==> src/rtl/alu_pkg.sv <==
// ---------------------------------------------------------------------------
// alu_pkg
// Shared definitions for the sequential ALU: function codes and the
// controller state encoding.
// ---------------------------------------------------------------------------
package alu_pkg;

  // Function codes presented on fnc
  localparam logic [3:0] FNC_MOV = 4'h0;
  localparam logic [3:0] FNC_LSL = 4'h1;
  localparam logic [3:0] FNC_ASR = 4'h2;
  localparam logic [3:0] FNC_ROR = 4'h3;
  localparam logic [3:0] FNC_AND = 4'h4;
  localparam logic [3:0] FNC_ANN = 4'h5;
  localparam logic [3:0] FNC_IOR = 4'h6;
  localparam logic [3:0] FNC_XOR = 4'h7;
  localparam logic [3:0] FNC_ADD = 4'h8;
  localparam logic [3:0] FNC_SUB = 4'h9;
  localparam logic [3:0] FNC_MUL = 4'hA;
  localparam logic [3:0] FNC_DIV = 4'hB;

  // Controller states
  typedef enum logic [1:0] {
    S_IDLE = 2'd0,
    S_MUL  = 2'd1,
    S_DIV  = 2'd2,
    S_FIN  = 2'd3
  } state_t;

endpackage : alu_pkg

==> src/rtl/alu_muldiv.sv <==
// ---------------------------------------------------------------------------
// alu_muldiv
// Iterative multiply / divide engine, one bit per clock, WIDTH iterations.
// Operands are converted to magnitudes on go; the raw unsigned result is
// sign-corrected combinationally on the final iteration so that lo/hi are
// valid in the same cycle fin is high.
//
// Ports
//   clk     in   clock
//   rst     in   asynchronous reset, active low
//   go      in   load operands and begin iterating
//   is_div  in   1 = divide, 0 = multiply (sampled on go)
//   u       in   1 = unsigned, 0 = signed (sampled on go)
//   a, b    in   operands (multiplier/multiplicand or dividend/divisor)
//   lo      out  product low word / quotient   (valid while fin)
//   hi      out  product high word / remainder (valid while fin)
//   fin     out  high during the last iteration cycle
// ---------------------------------------------------------------------------
module alu_muldiv #(
  parameter int WIDTH = 32
) (
  input  logic             clk,
  input  logic             rst,
  input  logic             go,
  input  logic             is_div,
  input  logic             u,
  input  logic [WIDTH-1:0] a,
  input  logic [WIDTH-1:0] b,
  output logic [WIDTH-1:0] lo,
  output logic [WIDTH-1:0] hi,
  output logic             fin
);

  localparam int CW = $clog2(WIDTH);
  localparam logic [WIDTH-1:0] ONE_W = {{(WIDTH-1){1'b0}}, 1'b1};

  // Shared datapath: lo_q holds multiplier / dividend-then-quotient,
  // hi_q holds partial product high / partial remainder, b_q the |b|.
  logic [WIDTH-1:0] lo_q, lo_d;
  logic [WIDTH-1:0] hi_q, hi_d;
  logic [WIDTH-1:0] b_q, b_d;
  logic [CW-1:0]    cnt_q, cnt_d;
  logic             active_q, active_d;
  logic             div_q, div_d;
  logic             sa_q, sa_d;   // dividend / multiplier was negative
  logic             sb_q, sb_d;   // divisor / multiplicand was negative

  logic             a_neg, b_neg;
  logic [WIDTH-1:0] a_mag, b_mag;
  logic [WIDTH:0]   mul_sum;
  logic [WIDTH:0]   div_shift;
  logic [WIDTH:0]   div_trial;
  logic [WIDTH-1:0] step_lo, step_hi;
  logic [2*WIDTH-1:0] prod;

  assign fin = active_q && (cnt_q == CW'(WIDTH - 1));

  // Operand pre-correction
  always_comb begin
    a_neg = ~u & a[WIDTH-1];
    b_neg = ~u & b[WIDTH-1];
    a_mag = a_neg ? -a : a;
    b_mag = b_neg ? -b : b;
  end

  // One iteration step on the current register contents
  always_comb begin
    mul_sum   = {1'b0, hi_q} + (lo_q[0] ? {1'b0, b_q} : '0);
    div_shift = {hi_q, lo_q[WIDTH-1]};
    div_trial = div_shift - {1'b0, b_q};
    if (div_q) begin
      // Restoring division: keep the trial remainder only when it did not borrow
      if (!div_trial[WIDTH]) begin
        step_hi = div_trial[WIDTH-1:0];
        step_lo = {lo_q[WIDTH-2:0], 1'b1};
      end else begin
        step_hi = div_shift[WIDTH-1:0];
        step_lo = {lo_q[WIDTH-2:0], 1'b0};
      end
    end else begin
      // Shift-add: carry of the add shifts into the high word
      step_hi = mul_sum[WIDTH:1];
      step_lo = {mul_sum[0], lo_q[WIDTH-1:1]};
    end
  end

  // Sign post-correction of the final step
  always_comb begin
    prod = {step_hi, step_lo};
    lo   = step_lo;
    hi   = step_hi;
    if (!div_q) begin
      if (sa_q ^ sb_q) begin
        {hi, lo} = -prod;
      end
    end else if (sa_q && (step_hi != '0)) begin
      // Negative dividend with non-zero remainder: Euclidean adjustment
      // keeps the remainder in [0, |b|).
      hi = b_q - step_hi;
      lo = sb_q ? (step_lo + ONE_W) : ~step_lo;
    end else if (sa_q ^ sb_q) begin
      lo = -step_lo;
    end
  end

  // Next-state control
  always_comb begin
    lo_d     = lo_q;
    hi_d     = hi_q;
    b_d      = b_q;
    cnt_d    = cnt_q;
    active_d = active_q;
    div_d    = div_q;
    sa_d     = sa_q;
    sb_d     = sb_q;
    if (go) begin
      active_d = 1'b1;
      cnt_d    = '0;
      div_d    = is_div;
      sa_d     = a_neg;
      sb_d     = b_neg;
      lo_d     = a_mag;
      hi_d     = '0;
      b_d      = b_mag;
    end else if (active_q) begin
      lo_d  = step_lo;
      hi_d  = step_hi;
      cnt_d = cnt_q + CW'(1);
      if (fin) begin
        active_d = 1'b0;
      end
    end
  end

  always_ff @(posedge clk or negedge rst) begin
    if (!rst) begin
      lo_q     <= '0;
      hi_q     <= '0;
      b_q      <= '0;
      cnt_q    <= '0;
      active_q <= 1'b0;
      div_q    <= 1'b0;
      sa_q     <= 1'b0;
      sb_q     <= 1'b0;
    end else begin
      lo_q     <= lo_d;
      hi_q     <= hi_d;
      b_q      <= b_d;
      cnt_q    <= cnt_d;
      active_q <= active_d;
      div_q    <= div_d;
      sa_q     <= sa_d;
      sb_q     <= sb_d;
    end
  end

endmodule : alu_muldiv

==> src/rtl/alu_seq.sv <==
// ---------------------------------------------------------------------------
// alu_seq
// Execute-stage ALU with start/busy/done handshake. Single-cycle ops
// (MOV, shifts, logic, ADD/SUB) complete one cycle after start; MUL/DIV
// run WIDTH iterations in alu_muldiv. Results and NZCV flags are registered
// and hold between done pulses.
//
// Ports
//   clk        in   clock
//   rst        in   asynchronous reset, active low
//   start      in   operation request (ignored unless IDLE or FIN)
//   fnc        in   function code (see alu_pkg)
//   u          in   ADD/SUB: use carry-in; MUL/DIV: unsigned
//   op1, op2   in   operands; shifts use op2[SHW-1:0]
//   res        out  result register
//   h          out  MUL high word / DIV remainder register
//   n,z,c,v    out  condition flags
//   busy       out  multi-cycle operation in progress
//   done       out  one-cycle pulse, outputs valid
// ---------------------------------------------------------------------------
module alu_seq
  import alu_pkg::*;
#(
  parameter int WIDTH = 32
) (
  input  logic             clk,
  input  logic             rst,
  input  logic             start,
  input  logic [3:0]       fnc,
  input  logic             u,
  input  logic [WIDTH-1:0] op1,
  input  logic [WIDTH-1:0] op2,
  output logic [WIDTH-1:0] res,
  output logic [WIDTH-1:0] h,
  output logic             n,
  output logic             z,
  output logic             c,
  output logic             v,
  output logic             busy,
  output logic             done
);

  localparam int SHW = $clog2(WIDTH);

  state_t           state_q, state_d;
  logic [WIDTH-1:0] res_q, res_d;
  logic [WIDTH-1:0] h_q, h_d;
  logic             n_q, n_d, z_q, z_d, c_q, c_d, v_q, v_d;
  logic             mu_q, mu_d;     // signedness of the MUL in flight

  // Single-cycle datapath
  logic [SHW-1:0]       shamt;
  logic                 cin;
  logic [WIDTH:0]       lsl_w;
  logic signed [WIDTH:0] asr_w;
  logic [WIDTH-1:0]     ror_w;
  logic [WIDTH:0]       add_w, sub_w;
  logic [WIDTH-1:0]     sc_res;
  logic                 sc_c, sc_v;

  // Mul/div engine interface
  logic             md_go, md_div, md_fin;
  logic [WIDTH-1:0] md_lo, md_hi;
  logic             mul_ovf;
  logic             accept;

  alu_muldiv #(.WIDTH(WIDTH)) u_muldiv (
    .clk    (clk),
    .rst    (rst),
    .go     (md_go),
    .is_div (md_div),
    .u      (u),
    .a      (op1),
    .b      (op2),
    .lo     (md_lo),
    .hi     (md_hi),
    .fin    (md_fin)
  );

  always_comb begin
    shamt = op2[SHW-1:0];
    cin   = u & c_q;
    // Extra bit on each shifter catches the last bit shifted out
    lsl_w = {1'b0, op1} << shamt;
    asr_w = $signed({op1, 1'b0}) >>> shamt;
    ror_w = (op1 >> shamt) | (op1 << (WIDTH - int'(shamt)));
    add_w = {1'b0, op1} + {1'b0, op2} + {{WIDTH{1'b0}}, cin};
    sub_w = {1'b0, op1} - {1'b0, op2} - {{WIDTH{1'b0}}, cin};

    sc_res = '0;
    sc_c   = c_q;
    sc_v   = v_q;
    unique case (fnc)
      FNC_MOV: sc_res = op2;
      FNC_LSL: begin
        sc_res = lsl_w[WIDTH-1:0];
        if (shamt != '0) sc_c = lsl_w[WIDTH];
      end
      FNC_ASR: begin
        sc_res = asr_w[WIDTH:1];
        if (shamt != '0) sc_c = asr_w[0];
      end
      FNC_ROR: begin
        sc_res = ror_w;
        if (shamt != '0) sc_c = ror_w[WIDTH-1];
      end
      FNC_AND: sc_res = op1 & op2;
      FNC_ANN: sc_res = op1 & ~op2;
      FNC_IOR: sc_res = op1 | op2;
      FNC_XOR: sc_res = op1 ^ op2;
      FNC_ADD: begin
        sc_res = add_w[WIDTH-1:0];
        sc_c   = add_w[WIDTH];
        sc_v   = u ? add_w[WIDTH]
                   : ((op1[WIDTH-1] == op2[WIDTH-1]) && (add_w[WIDTH-1] != op1[WIDTH-1]));
      end
      FNC_SUB: begin
        sc_res = sub_w[WIDTH-1:0];
        sc_c   = sub_w[WIDTH];
        sc_v   = u ? sub_w[WIDTH]
                   : ((op1[WIDTH-1] != op2[WIDTH-1]) && (sub_w[WIDTH-1] != op1[WIDTH-1]));
      end
      // Only reached as a single-cycle op when the divisor is zero
      FNC_DIV: begin
        sc_res = '1;
        sc_v   = 1'b1;
      end
      default: sc_res = '0;
    endcase
  end

  // Product fits in WIDTH bits iff the high word is the sign/zero extension
  assign mul_ovf = mu_q ? (md_hi != '0) : (md_hi != {WIDTH{md_lo[WIDTH-1]}});

  // FSM next-state and result register update
  always_comb begin
    state_d = state_q;
    res_d   = res_q;
    h_d     = h_q;
    n_d     = n_q;
    z_d     = z_q;
    c_d     = c_q;
    v_d     = v_q;
    mu_d    = mu_q;
    md_go   = 1'b0;
    md_div  = (fnc == FNC_DIV);
    // FIN behaves like IDLE for a new request so back-to-back ops lose no cycle
    accept  = start && ((state_q == S_IDLE) || (state_q == S_FIN));

    unique case (state_q)
      S_MUL, S_DIV: begin
        if (md_fin) begin
          state_d = S_FIN;
          res_d   = md_lo;
          h_d     = md_hi;
          n_d     = md_lo[WIDTH-1];
          z_d     = (md_lo == '0);
          v_d     = (state_q == S_MUL) ? mul_ovf : 1'b0;
        end
      end
      default: begin
        state_d = S_IDLE;
        if (accept) begin
          if (fnc == FNC_MUL) begin
            state_d = S_MUL;
            md_go   = 1'b1;
            mu_d    = u;
          end else if ((fnc == FNC_DIV) && (op2 != '0)) begin
            state_d = S_DIV;
            md_go   = 1'b1;
          end else begin
            state_d = S_FIN;
            res_d   = sc_res;
            n_d     = sc_res[WIDTH-1];
            z_d     = (sc_res == '0);
            c_d     = sc_c;
            v_d     = sc_v;
            if (fnc == FNC_DIV) h_d = op1;
          end
        end
      end
    endcase
  end

  always_ff @(posedge clk or negedge rst) begin
    if (!rst) begin
      state_q <= S_IDLE;
      res_q   <= '0;
      h_q     <= '0;
      n_q     <= 1'b0;
      z_q     <= 1'b0;
      c_q     <= 1'b0;
      v_q     <= 1'b0;
      mu_q    <= 1'b0;
    end else begin
      state_q <= state_d;
      res_q   <= res_d;
      h_q     <= h_d;
      n_q     <= n_d;
      z_q     <= z_d;
      c_q     <= c_d;
      v_q     <= v_d;
      mu_q    <= mu_d;
    end
  end

  assign res  = res_q;
  assign h    = h_q;
  assign n    = n_q;
  assign z    = z_q;
  assign c    = c_q;
  assign v    = v_q;
  assign busy = (state_q == S_MUL) || (state_q == S_DIV);
  assign done = (state_q == S_FIN);

endmodule : alu_seq

==> config.mk <==
export PLATFORM = sky130hd
export DESIGN_NAME = alu_seq
export DESIGN_NICKNAME = d
export VERILOG_FILES = /design/src/rtl/alu_pkg.sv /design/src/rtl/alu_muldiv.sv /design/src/rtl/alu_seq.sv
export SDC_FILE = /design/constraint.sdc
export NUM_CORES = 2
export LEC_CHECK = 0
export ABC_AREA = 0
export ABC_CLOCK_PERIOD_IN_PS = 11220
export CORE_MARGIN = 4
export CORE_UTILIZATION = 55
export CTS_CLUSTER_SIZE = 12
export DETAILED_ROUTE_END_ITERATION = 8
export HOLD_SLACK_MARGIN = 0.06
export PLACE_DENSITY = 0.81
export REMOVE_ABC_BUFFERS = 1
export SETUP_SLACK_MARGIN = 0.1
export SYNTH_ARGS = -nofsm -noshare
export SYNTH_HDL_FRONTEND = slang
export SYNTH_SLANG_ARGS = --single-unit
==> constraint.sdc <==
create_clock -name clk -period 11.22 [get_ports clk]
set_input_delay 2.244 -clock clk [delete_from_list [all_inputs] [get_ports clk]]
set_output_delay 2.244 -clock clk [all_outputs]
set_load 0.005 [all_outputs]
# Word-level counts from Yosys, hierarchy flattened
# Index checks and enable logic that the tools add are counted.
[word_totals]
regBits = 176
in_bits = 72
output_inout_bits = 70
wordCells = 171
[op_classes]
add_sub_neg = 14
n_eq_ne = 26
n_shift = 4
muxes = 69
n_bitwise = 15
reduce_logical = 27
[op_table]
columns = ["operator", "count"]
rows = [
  ["$mux W32", 29],
  ["$pmux W32 S11", 1],
  ["$neg A32 Y32", 3],
  ["$reduce_bool A32 Y1", 3],
  ["$and A32 B32 Y32", 2],
  ["$logic_not A32 Y1", 2],
  ["$neg A64 Y64", 1],
  ["$not A32 Y32", 2],
  ["$or A32 B32 Y32", 2],
  ["$add A32 B32 Y33", 1],
  ["$add A32 B33 Y33", 1],
  ["$add A33 B1 Y33", 1],
  ["$shl A32 B5 Y33", 1],
  ["$sshr A33 B5 Y33", 1],
  ["$sub A32 B32 Y33", 1],
  ["$sub A33 B1 Y33", 1],
  ["$sub A33 B32 Y33", 1],
  ["$add A32 B1 Y32 const B", 1],
  ["$ne A32 B32 Y1", 1],
  ["$shl A32 B32 Y32", 1],
  ["$shr A32 B5 Y32", 1],
  ["$sub A32 B32 Y32", 1],
  ["$xor A32 B32 Y32", 1],
  ["$mux W1", 31],
  ["32 further kinds", 65],
]

# Depth between registers and ports, before layout
[depth]
ltp_word = 12
mapped_depth = 37
depth_no_buf = 32

# Cells and area by module
# A second synthesis with hierarchy kept.
[hier_totals]
hier_cells = 4378
hier_area_um2 = 32203.4
[modules_own_cells]
columns = ["module", "n_inst", "cells_each", "area_per_inst_um2", "seq_area_each_um2"]
rows = [
  ["alu_seq", 1, 2343, 17346.6, 1751.7],
  ["alu_muldiv", 1, 2035, 14856.7, 2627.5],
]

# Worst setup path after synthesis
# Ideal clock, no wire load.
[synth_timing]
kind = "input -> register"
from = "input port op2[2]"
to = "register z_q, in the netlist z"
setup_time_ns = 0.082
arrival_ns = 8.327
setup_slack_ns = 2.811
stages = 28
path_buffers = 6
path_cell_list = "clkbuf_1 -> inv_1 -> clkbuf_1 -> clkbuf_1 -> buf_1 -> clkbuf_1 -> clkbuf_1 -> ha_1 -> nor2b_1 -> o21ai_0 -> a21boi_0 -> o21a_1 -> o21a_1 -> o21a_1 -> o31a_1 -> o21ai_0 -> o211ai_1 -> a41o_1 -> a221oi_1 -> o21ai_0 -> and2_1 -> o21a_1 -> o21ai_0 -> o21ai_0 -> a211o_1 -> nor3_1 -> nand4_1 -> a31oi_1"
[synth_between]
elab_chain_len = 9
[synth_lines]
columns = ["item", "line_no", "source"]
rows = [
  ["start: declaration", "alu_seq.sv:32", "input logic [WIDTH-1:0] op2,"],
  ["branches (longest 9 deep; another with $sub A32 B32 Y33)", "n/a", ""],
  ["end signal: assignment", "alu_seq.sv:200", "z_q <= z_d;"],
  ["end: declaration", "alu_seq.sv:48", "logic n_q, n_d, z_q, z_d, c_q, c_d, v_q, v_d;"],
]
# Parallel ways; which one is timed is not known. The select of a mux whose other input is x is not followed.
# A chain may end at the register's enable or synchronous reset.

# Worst setup path in the final report
[layout_timing]
from = "register u_muldiv.lo_q[31]"
to = "register v_q, in the netlist v"
[layout_between]
elab_chain_len = 12
[layout_lines]
columns = ["item", "line_no", "source"]
rows = [
  ["start: declaration", "alu_muldiv.sv:39", "logic [WIDTH-1:0] lo_q, lo_d;"],
  ["start signal: assignment", "alu_muldiv.sv:146", "lo_q <= lo_d;"],
  ["$sub A33 B32 Y33", "alu_muldiv.sv:70", "div_trial = div_shift - {1'b0, b_q};"],
  ["$mux W1 / $mux W32 (equally long branches)", "alu_muldiv.sv:73", "if (!div_trial[WIDTH]) begin"],
  ["$mux W32", "alu_muldiv.sv:71", "if (div_q) begin"],
  ["$neg A32 Y32, or another cell as far along", "alu_muldiv.sv:102", "lo = -step_lo;"],
  ["$mux W32, or another cell as far along", "alu_muldiv.sv:101", "end else if (sa_q ^ sb_q) begin"],
  ["$mux W32", "alu_muldiv.sv:96", "end else if (sa_q && (step_hi != '0)) begin"],
  ["$mux W32", "alu_muldiv.sv:92", "if (!div_q) begin"],
  ["$ne A32 B32 Y1 / $reduce_bool A32 Y1 (equally long branches)", "alu_seq.sv:133", "assign mul_ovf = mu_q ? (md_hi != '0) : (md_hi != {WIDTH{md_lo[WIDTH-1]}});"],
  ["$mux W1 *", "alu_seq.sv:133", ""],
  ["$mux W1 *", "alu_seq.sv:158", "v_d = (state_q == S_MUL) ? mul_ovf : 1'b0;"],
  ["$mux W1 *", "alu_seq.sv:152", "if (md_fin) begin"],
  ["$mux W1 *", "alu_seq.sv:150", "unique case (state_q)"],
  ["end signal: assignment", "alu_seq.sv:202", "v_q <= v_d;"],
  ["end: declaration", "alu_seq.sv:48", ""],
]
# Mark *: on every way between the ends. The rest lies on a longest branch, timed or not. The select of a mux whose other input is x is not followed.

==> flow_metrics.tcl <==
set metrics [dict create \
    synth_seq_cells 175 \
    dr.pass1.iters 8 \
    status "completed" \
    slew-limit-headroom_pct 8.67 \
    routed_wire_length_per_instance_um 27.3 \
    path_class "flip-flop to flip-flop" \
    seq_area_frac_synth_pct 14.3 \
    remaining_drc_errors 0 \
    place_congestion 1.11 \
    max_clock_freq_mhz 115 \
    switchingPower_mw 7.72 \
    first_global_vias 33100 \
    rows 86 \
    placedInstanceArea_um2 32500 \
    die_y_um 244 \
    max-cap-violations 0 \
    intPower_mw 5.27 \
    final_min_period_over_clock_period_pct 77.7 \
    grt_pass1_wl_um 204000 \
    worst_path_max_delay_cell "or4b_1" \
    synth_async_sr_flop_share_pct 100 \
    non_filler_cells_in_the_finished_layout 5045 \
    antenna_diode_count 0 \
    power.combinational.fraction_pct 84.6 \
    synth-warning-count 0 \
    timing.clock.skew_ns 0.0226 \
    layout-drive-gt1-share_pct 6.31 \
    final-setup-viol-count 0 \
    grt-ovfl-total 0 \
    worst_hold_path_type "flip-flop to flip-flop" \
    power.density_cell_area_nw_per_um2 393 \
    hpwlAfterDp_um 106000 \
    crit_arrival_ns 9.05 \
    layout_common_cells "475 x nand2_1, 426 x nor2_1, 404 x a21oi_1" \
    place.port_buffers 141 \
    post_cts.resized_instances 0 \
    report.final.slew_viol_count 0 \
    finalWorstPathRequiredPeriod_ns 8.72 \
    rsz_0062_raised_after_global_routing "false" \
    h_tree_levels 4 \
    synth-main-ff-cell "dfrtp_1" \
    cts_root_buffer "clkbuf_16" \
    pin_count_of_the_biggest_net_entering_global_routing 72 \
    final.fill_count 5322 \
    finalWirelength_um 138000 \
    areaGrowthSynthToFinish_pct 7.95 \
    finalNetCount 4580 \
    design.core.area_um2 55100 \
    synth_instances 4347 \
    total_global_route_track_usage_pct 44.2 \
    antenna_left 0 \
    tritoncts "yes" \
    setup_ws_ns 2.50 \
    cts.sink_count 175 \
    clock_power_share_pct 4.8 \
    numCtsBuffers 17 \
    critical_path.endpoint_type "flip-flop" \
    critical-path-max-stage-delay_ns 0.53 \
    power_switching_share_pct 59.4 \
    area_of_the_mapped_netlist_um2 30600 \
    initial_cell_density_of_the_core_pct 55.5 \
    holdBufCountCts 0 \
    dpl_worst_slack_ns 2.41 \
    route.vias.total 35500 \
    avgSynthCellArea_um2 7.04 \
    cts.repair_timing.setup_buffer_count 0 \
    clock_pin_slew_worst_setup_and_hold_paths_ns 0.08 \
    fin_setup_tns_ns 0 \
    synth_edf_count 0 \
    detail_route.vias_per_cell 7.04 \
    tightest_slew_ns 1.34 \
    hold_viol 0 \
    p_total_mw 13.0 \
    final_common_cell "nand2_1" \
    worstPathRequired_ns 11.55 \
    pwr-share-seq_pct 10.6 \
    cts_buffer_depth 2 \
    worst-path-max-fanout 28 \
    critical_path.startpoint_type "flip-flop" \
    floorplan.die.width_um 244 \
    antenna_found_initial 2 \
    synth_cell_types 108 \
    worst_skew_pair.late_latency_ns 0.48 \
    vdd.ir_drop.worst_v 0.000200 \
    drtIter0Drc 4540 \
    final_area_um2 33000 \
    dieArea_um2 59500 \
    place.detailed.instances 5013 \
    pin_count 142 \
    power.leakage_nw 13.6 \
]
## power groups by stage
| stage | sequential (mW) | clock (mW) | combinational [mW] |
|---|---|---|---|
| 6_report | 1.38 | 0.621 | 11.0 |
| 3_3_place_gp | 1.36 | 0 | 10.4 |
| 5_1_grt | 1.41 | 0.648 | 11.8 |
| 3_5_place_dp | 1.36 | 0 | 10.5 |
| 2_1_floorplan | 1.33 | 0 | 7.40 |
| 4_1_cts | 1.35 | 0.620 | 10.6 |
## synthesized netlist by cell type, drive strengths merged, types with 17 or more instances
cell / n / area share (%)
a211oi: 88 / 2.2
a21o: 82 / 2.0
a21oi: 405 / 6.6
a221oi: 24 / 0.69
a311oi: 23 / 0.66
a31oi: 76 / 1.6
and2: 74 / 1.5
and3: 44 / 0.90
buf: 71 / 1.1
clkbuf: 241 / 3.0
dfrtp: 175 / 14
ha: 218 / 8.9
inv: 189 / 2.3
mux2: 34 / 1.3
mux2i: 178 / 5.9
mux4: 28 / 2.1
nand2: 476 / 5.8
nand2b: 33 / 0.67
nand3: 107 / 1.8
nand4: 52 / 1.1
nor2: 429 / 5.3
nor2b: 18 / 0.37
nor3: 113 / 1.8
nor4: 30 / 0.72
o2111ai: 17 / 0.54
o211ai: 74 / 1.8
o21a: 39 / 0.96
o21ai: 363 / 5.9
o22ai: 27 / 0.57
o31ai: 33 / 0.81
or2: 20 / 0.41
or3: 51 / 1.1
xnor2: 169 / 4.9
xor2: 71 / 2.0
## worst paths after layout
| path | from | endpoint | slack [ns] | cells after the start |
|---|---|---|---|---|
| max | u_muldiv.lo_q[31] | v | 2.50 | 29 |
| max reg2reg | u_muldiv.lo_q[31] | v | 2.50 | 29 |
| max in group asynchronous | rst | u_muldiv.b_q[2] | 8.17 | 2 |
| min in group asynchronous | rst | u_muldiv.hi_q[29] | 1.76 | 1 |
| min | h[14] | h[14] | 0.48 | 2 |
| min reg2reg | h[14] | h[14] | 0.48 | 2 |
## through the flow
stage                     utilization [%]  hold WS [ns]
final                                60.0         0.480
after global routing                 60.0         0.516
after CTS                            60.0         0.485
after detailed placement             58.9         0.467
after global placement               58.9         0.459
after floorplan                         -         0.463
## cell families after synthesis
family	after synthesis	share of synthesized area [%]
AO/OA/AOI/OAI	1453	30.4
XOR/XNOR	240	6.96
adder cells (fa/ha/maj)	233	9.60
buffers and inverters	505	6.45
flip-flops	175	14.3
multiplexers	240	9.20
AND/OR/NAND/NOR	1501	23.0
## registers in the layout, summed over array words and instances, names as in the netlist
signal,count
z,1
u_muldiv.div_q,1
mu_q,1
u_muldiv.lo_q,32
v,1
c,1
u_muldiv.cnt_q,5
u_muldiv.sa_q,1
h,32
u_muldiv.active_q,1
u_muldiv.sb_q,1
state_q,2
u_muldiv.b_q,32
res,32
u_muldiv.hi_q,32
## metal layers
metal / up-vias / part of all wire [%] / global-route usage, % / wire length [µm]
met3: 593 / 10 / 6.72 / 13900
met5: - / 0.017 / 0 / 24
met2: 2387 / 44 / 70.4 / 60200
li1: 15800 / - / - / -
met4: 4 / 9.1 / 31.7 / 12500
met1: 16700 / 37 / 54.7 / 51100
## area by class of cell
type | count | area, µm² | area share [%]
sequential | 175 | 4390 | 13.3
tap | 748 | 936 | 2.83
clock inverter | 14 | 144 | 0.436
multi-input combinational | 3667 | 24400 | 73.7
inverter | 193 | 724 | 2.19
timing repair buffer | 230 | 2060 | 6.24
clock buffer | 18 | 429 | 1.30
## critical path: cells and delay by family, from the launching register on
family                   cells  cell delay (ns)
AND/OR/NAND/NOR              5             2.06
multiplexers                 2             0.35
flip-flops                   1             0.39
XOR/XNOR                     1             0.36
AO/OA/AOI/OAI               14             3.51
adder cells (fa/ha/maj)      3             0.95
buffers and inverters        4             0.95
No activity file was read; power rests on OpenSTA's default activity.
